--- src/rtl/bp_table_arbiter.sv ---
// bp_fifo: small generic FIFO that holds pending branch-predictor updates.
// Latency: an entry pushed at edge N is visible at the head from cycle N+1 (no bypass).
// Backpressure: push is ignored when full and pop is ignored when empty; the parent gates both.
//
// Ports: clk/rst (async active-high), push_i/push_dat_i write side,
//        pop_i/head_dat_o read side, count_o/full_o/empty_o occupancy status.
module bp_fifo #(
   parameter int WIDTH = 8,
   parameter int DEPTH = 4
) (
   input  logic                       clk,
   input  logic                       rst,
   input  logic                       push_i,
   input  logic [WIDTH-1:0]           push_dat_i,
   input  logic                       pop_i,
   output logic [WIDTH-1:0]           head_dat_o,
   output logic [$clog2(DEPTH):0]     count_o,
   output logic                       full_o,
   output logic                       empty_o
);
   localparam int PTR_W = $clog2(DEPTH);
   localparam int CNT_W = PTR_W + 1;

   logic [PTR_W-1:0] wr_ptr_q, wr_ptr_d;
   logic [PTR_W-1:0] rd_ptr_q, rd_ptr_d;
   logic [CNT_W-1:0] count_q, count_d;
   logic [WIDTH-1:0] mem_q [DEPTH];
   logic [WIDTH-1:0] mem_d [DEPTH];
   logic             push_ok;
   logic             pop_ok;

   assign full_o     = (count_q == CNT_W'(DEPTH));
   assign empty_o    = (count_q == '0);
   assign count_o    = count_q;
   assign head_dat_o = mem_q[rd_ptr_q];
   assign push_ok    = push_i & ~full_o;
   assign pop_ok     = pop_i & ~empty_o;

   // DEPTH is a power of two, so the pointers wrap on their own.
   always_comb begin
      wr_ptr_d = wr_ptr_q + PTR_W'(push_ok);
      rd_ptr_d = rd_ptr_q + PTR_W'(pop_ok);
      count_d  = count_q + CNT_W'(push_ok) - CNT_W'(pop_ok);
      mem_d    = mem_q;
      if (push_ok) begin
         mem_d[wr_ptr_q] = push_dat_i;
      end
   end

   always_ff @(posedge clk or posedge rst) begin
      if (rst) begin
         wr_ptr_q <= '0;
         rd_ptr_q <= '0;
         count_q  <= '0;
      end else begin
         wr_ptr_q <= wr_ptr_d;
         rd_ptr_q <= rd_ptr_d;
         count_q  <= count_d;
      end
   end

   // Storage needs no reset: it is only observed through a non-empty count.
   always_ff @(posedge clk) begin
      mem_q <= mem_d;
   end
endmodule

// bp_table_arbiter: init sweep, then lookup/update arbitration of the single predictor table port.
// Latency: lookup granted in the same cycle; queued update written at the earliest the cycle after its push.
// Backpressure: upd_ready_o drops when the update FIFO is full; lookups are refused in INIT/DRAIN or when full.
//
// Ports: clk/rst (async active-high); lookup_req_i/lookup_pc_i -> lookup_grant_o (fetch side);
//        upd_valid_i/upd_pc_i/upd_taken_i/upd_target_i -> upd_ready_o (EX side); flush_i drain request;
//        tbl_* table port strobes and write data; busy_o (INIT or DRAIN); fifo_count_o occupancy.
module bp_table_arbiter #(
   parameter int INDEX_W = 10,
   parameter int DEPTH   = 4
) (
   input  logic                     clk,
   input  logic                     rst,
   input  logic                     lookup_req_i,
   input  logic [31:0]              lookup_pc_i,
   output logic                     lookup_grant_o,
   input  logic                     upd_valid_i,
   input  logic [31:0]              upd_pc_i,
   input  logic                     upd_taken_i,
   input  logic [31:0]              upd_target_i,
   output logic                     upd_ready_o,
   input  logic                     flush_i,
   output logic                     tbl_rd_en_o,
   output logic                     tbl_wr_en_o,
   output logic                     tbl_init_o,
   output logic [INDEX_W-1:0]       tbl_index_o,
   output logic [31:0]              tbl_wr_pc_o,
   output logic                     tbl_wr_taken_o,
   output logic [31:0]              tbl_wr_target_o,
   output logic                     busy_o,
   output logic [$clog2(DEPTH):0]   fifo_count_o
);
   localparam int CNT_W = $clog2(DEPTH) + 1;

   typedef enum logic [1:0] {
      ST_INIT  = 2'd0,
      ST_RUN   = 2'd1,
      ST_DRAIN = 2'd2
   } state_t;

   typedef struct packed {
      logic [31:0] pc;
      logic        taken;
      logic [31:0] target;
   } upd_t;

   state_t             state_q, state_d;
   logic [INDEX_W-1:0] init_cnt_q, init_cnt_d;

   upd_t               push_dat;
   upd_t               head_dat;
   logic               push;
   logic               pop;
   logic [CNT_W-1:0]   fifo_count;
   logic               fifo_full;
   logic               fifo_empty;
   logic [CNT_W-1:0]   count_nxt;
   logic               upd_grant;
   logic               unused_lookup_pc;

   assign unused_lookup_pc = ^{lookup_pc_i[31:INDEX_W+2], lookup_pc_i[1:0]};

   assign push_dat     = '{pc: upd_pc_i, taken: upd_taken_i, target: upd_target_i};
   assign upd_ready_o  = ~fifo_full;
   assign push         = upd_valid_i & upd_ready_o;
   assign fifo_count_o = fifo_count;
   assign busy_o       = (state_q != ST_RUN);

   bp_fifo #(
      .WIDTH ($bits(upd_t)),
      .DEPTH (DEPTH)
   ) u_upd_fifo (
      .clk        (clk),
      .rst        (rst),
      .push_i     (push),
      .push_dat_i (push_dat),
      .pop_i      (pop),
      .head_dat_o (head_dat),
      .count_o    (fifo_count),
      .full_o     (fifo_full),
      .empty_o    (fifo_empty)
   );

   always_comb begin
      state_d         = state_q;
      init_cnt_d      = init_cnt_q;
      upd_grant       = 1'b0;
      lookup_grant_o  = 1'b0;
      tbl_rd_en_o     = 1'b0;
      tbl_wr_en_o     = 1'b0;
      tbl_init_o      = 1'b0;
      tbl_index_o     = '0;
      tbl_wr_pc_o     = '0;
      tbl_wr_taken_o  = 1'b0;
      tbl_wr_target_o = '0;

      unique case (state_q)
         ST_INIT: begin
            tbl_wr_en_o = 1'b1;
            tbl_init_o  = 1'b1;
            tbl_index_o = init_cnt_q;
            init_cnt_d  = init_cnt_q + 1'b1;
            if (&init_cnt_q) begin
               state_d = ST_RUN;
            end
         end
         ST_RUN: begin
            // A full FIFO forces the head write so lookups cannot starve updates.
            if (fifo_full || (!lookup_req_i && !fifo_empty)) begin
               upd_grant = 1'b1;
            end else if (lookup_req_i) begin
               lookup_grant_o = 1'b1;
               tbl_rd_en_o    = 1'b1;
               tbl_index_o    = lookup_pc_i[INDEX_W+1:2];
            end
            if (flush_i) begin
               state_d = ST_DRAIN;
            end
         end
         ST_DRAIN: begin
            upd_grant = !fifo_empty;
         end
         default: begin
            state_d = ST_INIT;
         end
      endcase

      if (upd_grant) begin
         tbl_wr_en_o     = 1'b1;
         tbl_index_o     = head_dat.pc[INDEX_W+1:2];
         tbl_wr_pc_o     = head_dat.pc;
         tbl_wr_taken_o  = head_dat.taken;
         tbl_wr_target_o = head_dat.target;
      end
      pop = upd_grant;

      // Leave DRAIN once the FIFO will be empty after this edge; a push
      // arriving during the drain keeps us draining.
      count_nxt = fifo_count + CNT_W'(push) - CNT_W'(pop);
      if ((state_q == ST_DRAIN) && (count_nxt == '0)) begin
         state_d = ST_RUN;
      end
   end

   always_ff @(posedge clk or posedge rst) begin
      if (rst) begin
         state_q    <= ST_INIT;
         init_cnt_q <= '0;
      end else begin
         state_q    <= state_d;
         init_cnt_q <= init_cnt_d;
      end
   end
endmodule

--- config.mk ---
export PLATFORM = sky130hd
export DESIGN_NAME = bp_table_arbiter
export DESIGN_NICKNAME = d
export VERILOG_FILES = /design/src/rtl/bp_table_arbiter.sv
export SDC_FILE = /design/constraint.sdc
export NUM_CORES = 1
export LEC_CHECK = 0
export ABC_AREA = 1
export BUFFER_PORTS_ARGS = -buffer_cell sky130_fd_sc_hd__buf_2
export CORE_ASPECT_RATIO = 1.4
export CORE_MARGIN = 2
export CORE_UTILIZATION = 40
export DETAILED_ROUTE_END_ITERATION = 16
export HOLD_SLACK_MARGIN = 0.06
export PLACE_DENSITY = 0.64
export REMOVE_ABC_BUFFERS = 1
export SYNTH_ARGS = -nofsm -noshare
export SYNTH_HDL_FRONTEND = slang
export SYNTH_SLANG_ARGS = --single-unit
--- constraint.sdc ---
create_clock -name clk -period 6.93 [get_ports clk]
set_input_delay 0 -clock clk [delete_from_list [all_inputs] [get_ports clk]]
set_output_delay 0 -clock clk [all_outputs]
set_load 0.02 [all_outputs]
==> run_results.csv <==
group,metric,value,unit
outcome,outcome,"completed",
cts,cts.htree.levels,1,
critical_path,crit_path_cell_trace,"clkinv_2 -> buf_4 -> o21ai_0 -> o21ai_1 -> inv_1 -> o21ai_1 -> buf_2",
yosys,synth_xor_xnor_area_share,0.00923,
yosys,synth_mux_area_frac,0,
yosys,synthFlopType,"edfxtp_1",
yosys,netlist_instances,952,
route,viasPerCell,4.88,
finish,drive_above_1_share,0.188,
placement,dpl-instance-area,0.0125,sq mm
yosys,ys_top_cells_by_count,"nor2_1 (270), edfxtp_1 (260), o21ai_0 (127), a21oi_1 (55), nand2_1 (52)",
critical_path,worstPathMaxFanout,74,
floorplan,initial_core_util,0.403,
critical_path,crit_family,"buffers and inverters",
cts,worst_skew_pair.late_latency,0.53,ns
critical_path,max_stage_delay,0.89,ns
yosys,synth_edf_count,260,
global_routing,grt_max_degree,75,
cts,cts_buffers,27,
sta,timing.final.ws_setup,3.38,ns
yosys,ys_ff_latch,279,
global_routing,use_met2,0.307,
yosys,avgSynthCellArea,12.0,sq um
yosys,synth.area.top_cells,"edfxtp_1 (69%), nor2_1 (8.9%), o21ai_0 (5.6%)",
power,vdd_drop_max,0.000212,V
floorplan,pin_count,186,
critical_path,arrival,3.55,ns
power,power_leakage,5.47,nW
placement,dp_slack,3.85,ns
flow_run,cap_violations,0,
sta,worst_pin_slew,1.07,ns
critical_path,endpoint_kind,"output port",
placement,hpwlAfterDp,13.2,mm
global_routing,grt_pass1_wl,38.8,mm
power,p_total,4.19,mW
sta,timing.final.crit_share,0.512,
critical_path,start_kind,"flip-flop",
finish,finalNetCount,1286,
critical_path,required,6.93,ns
finish,fillers,2455,
power,power_density,298,mW/mm^2
route,firstDrtPassIters,5,
global_routing,grt_use_met1,0.200,
floorplan,core-area,0.0282,sq mm
floorplan,dieArea,0.0298,sq mm
sta,tns,0,ns
cts,tritoncts,"yes",
yosys,synth-compound-area-share,0.0944,
floorplan,die_h,204,microns
route,routedWlPerCell,15.9,microns
global_routing,grt_use_met3,0.0219,
route,vias,7645,
sta,min_period,3.55,ns
cts,cts.path.max_buffers,3,
cts,cts.sinks,279,
sta,fmaxAchievable,282,MHz
yosys,synth_adder_area_share,0.0167,
yosys,async_flop_share,0.0681,
sta,final_max_slew_viol_count,0,
route,drtIter0Drc,333,
yosys,yosysWarnings,0,
floorplan,row_count,73,
finish,postLayoutCellArea,0.0141,sq mm
placement,place_congestion,0.763,
cts,root_buffer,"clkbuf_16",
global_routing,grt.total_usage,0.165,
sta,rsz0062_at_grt,"false",
global_routing,grt-busiest-layer,"met2",
yosys,yosysSeqAreaShare,0.728,
placement,portBuffers,163,
finish,area_growth_syn_to_layout,23.4,%
critical_path,worstSetupPathType,"flip-flop to output port",
worst_hold_path,hold_class,"input port to asynchronous set/reset pin",
yosys,synth.most_common_cell,"nor2_1",
sta,hold_violations,0,
route,ant_nets,0,
route,drc_errors,0,
global_routing,antenna_found_initial,1,
yosys,yosysTopAreaCell,"edfxtp_1",
floorplan,die_w,147,microns
sta,relSlewSlack,0.285,
yosys,synth_cell_types,24,
cts,cts_resized,0,
route,drt_wl_total,24.8,mm
critical_path,crit_buf_inv,4,
yosys,syn-cell-area,0.0114,sq mm
yosys,synth_top_family_by_area,"simple AND/OR/NAND/NOR gates",
yosys,synth_top_area_share,0.686,
global_routing,grt_pass1_vias,7473,
sta,whs,0.149,ns
sta,skew,0.0113,ns
cts,path_clk_slew,0.06,ns
global_routing,grt_overflow,0,
critical_path,crit_top_cell,"o21ai_1",
sta,setup_viol,0,
yosys,synthSimpleGateAreaFrac,0.113,
critical_path,crit_slowest_cell,"dfrtp_4",
-- area by class of cell --
type / instances / area (sq um) / area share
repair buffers: 242 / 1580 / 0.112
clock inverters: 8 / 96.3 / 0.00686
diodes: 1 / 2.50 / 0.000178
inverters: 45 / 170 / 0.0121
multi-input cells: 575 / 2680 / 0.191
clock buffers: 41 / 768 / 0.0547
well taps: 375 / 469 / 0.0334
flip-flops and latches: 279 / 8290 / 0.590
-- state kept, by name, summed over array words and instances, names as in the netlist --
name / count
u_upd_fifo.rd_ptr_q: 2
u_upd_fifo.count_o: 3
u_upd_fifo.wr_ptr_q: 2
state_q: 2
init_cnt_q: 10
u_upd_fifo.mem_q: 260
-- layout by cell type, fill, tap and decap left out, types with 4 or more instances in the layout --
| cell | count |
|---|---|
| o21ai_0 | 127 |
| edfxtp_1 | 260 |
| nand2_1 | 52 |
| clkinv_2 | 4 |
| buf_2 | 163 |
| a21oi_1 | 55 |
| ha_1 | 12 |
| inv_2 | 4 |
| nor3_2 | 4 |
| o21ai_1 | 25 |
| dlygate4sd3_1 | 68 |
| o22ai_1 | 5 |
| dfrtp_1 | 17 |
| nor2_1 | 270 |
| clkbuf_1 | 10 |
| inv_1 | 40 |
| xor2_1 | 11 |
| nand3_1 | 6 |
| clkbuf_8 | 4 |
| clkbuf_16 | 27 |
| buf_4 | 11 |
-- final timing paths --
| kind | from | end | slack, ns | cells after the start |
|---|---|---|---|---|
| worst max-delay path | u_upd_fifo.rd_ptr_q[0]$_DFF_PP0_ | tbl_index_o[2] | 3.38 | 7 |
| worst min-delay path | rst | init_cnt_q[5]$_DFFE_PP0P_ | 0.15 | 3 |
| worst max register to register | state_q[0]$_DFFE_PP0P_ | state_q[1]$_DFFE_PP0P_ | 3.93 | 13 |
| worst min register to register | init_cnt_q[3]$_DFFE_PP0P_ | init_cnt_q[3]$_DFFE_PP0P_ | 0.50 | 1 |
| max in group asynchronous | rst | u_upd_fifo.rd_ptr_q[0]$_DFF_PP0_ | 6.24 | 3 |
| min in group clk | upd_target_i[22] | u_upd_fifo.mem_q[22]$_DFFE_PP_ | 0.22 | 2 |
-- worst reg2reg max path: stages, from the launching register on --
cell and delay (ns):
dfrtp_1 0.39, inv_1 0.09, ha_1 0.30, a21boi_1 0.15
nand2_4 0.41, inv_1 0.10, ha_1 0.29, inv_1 0.04
ha_1 0.18, fa_1 0.43, nor3_1 0.19, nand3_1 0.15
nand3_1 0.12, nand2_1 0.06
-- stage by stage --
| stage | instances | util |
|---|---|---|
| after detailed placement | 1448 | 0.443 |
| after CTS | 1565 | 0.498 |
| after floorplan | 899 | - |
| final | 1566 | 0.498 |
| after global placement | 1448 | 0.443 |
| after global routing | 1566 | 0.498 |
-- kinds of logic (layout without fill, tap and decap cells) --
| kind of cell | after synthesis | in the layout |
|---|---|---|
| fa+ha+maj | 14 | 14 |
| xor+xnor | 12 | 12 |
| other cells | 0 | 1 |
| compound gates | 213 | 213 |
| flops | 279 | 279 |
| buf+inv | 98 | 336 |
| simple gates | 336 | 336 |
-- where the power goes --
| group | switching [mW] | leakage [nW] | total, mW | internal [mW] |
|---|---|---|---|---|
| Combinational | 0.355 | 2.43 | 0.488 | 0.133 |
| Clock | 0.584 | 0.423 | 1.42 | 0.837 |
| Sequential | 0.0718 | 2.62 | 2.28 | 2.20 |
| Total | 1.01 | 5.47 | 4.19 | 3.17 |
-- metal layers --
metal  vias up  wire, microns  part of all wire
met2       186          12900              0.52
met4         0            503             0.020
li1       3730              -                 -
met5         -              0                 0
met1      3696          10300              0.41
met3        33           1090             0.044
-- repair_timing --
item	CTS	global route
setup buffers	0	0
endpoints found under the hold margin	283	0
hold buffers	68	0
setup endpoints to repair	0	0
Note: power is estimated with default switching activity, not from simulation.
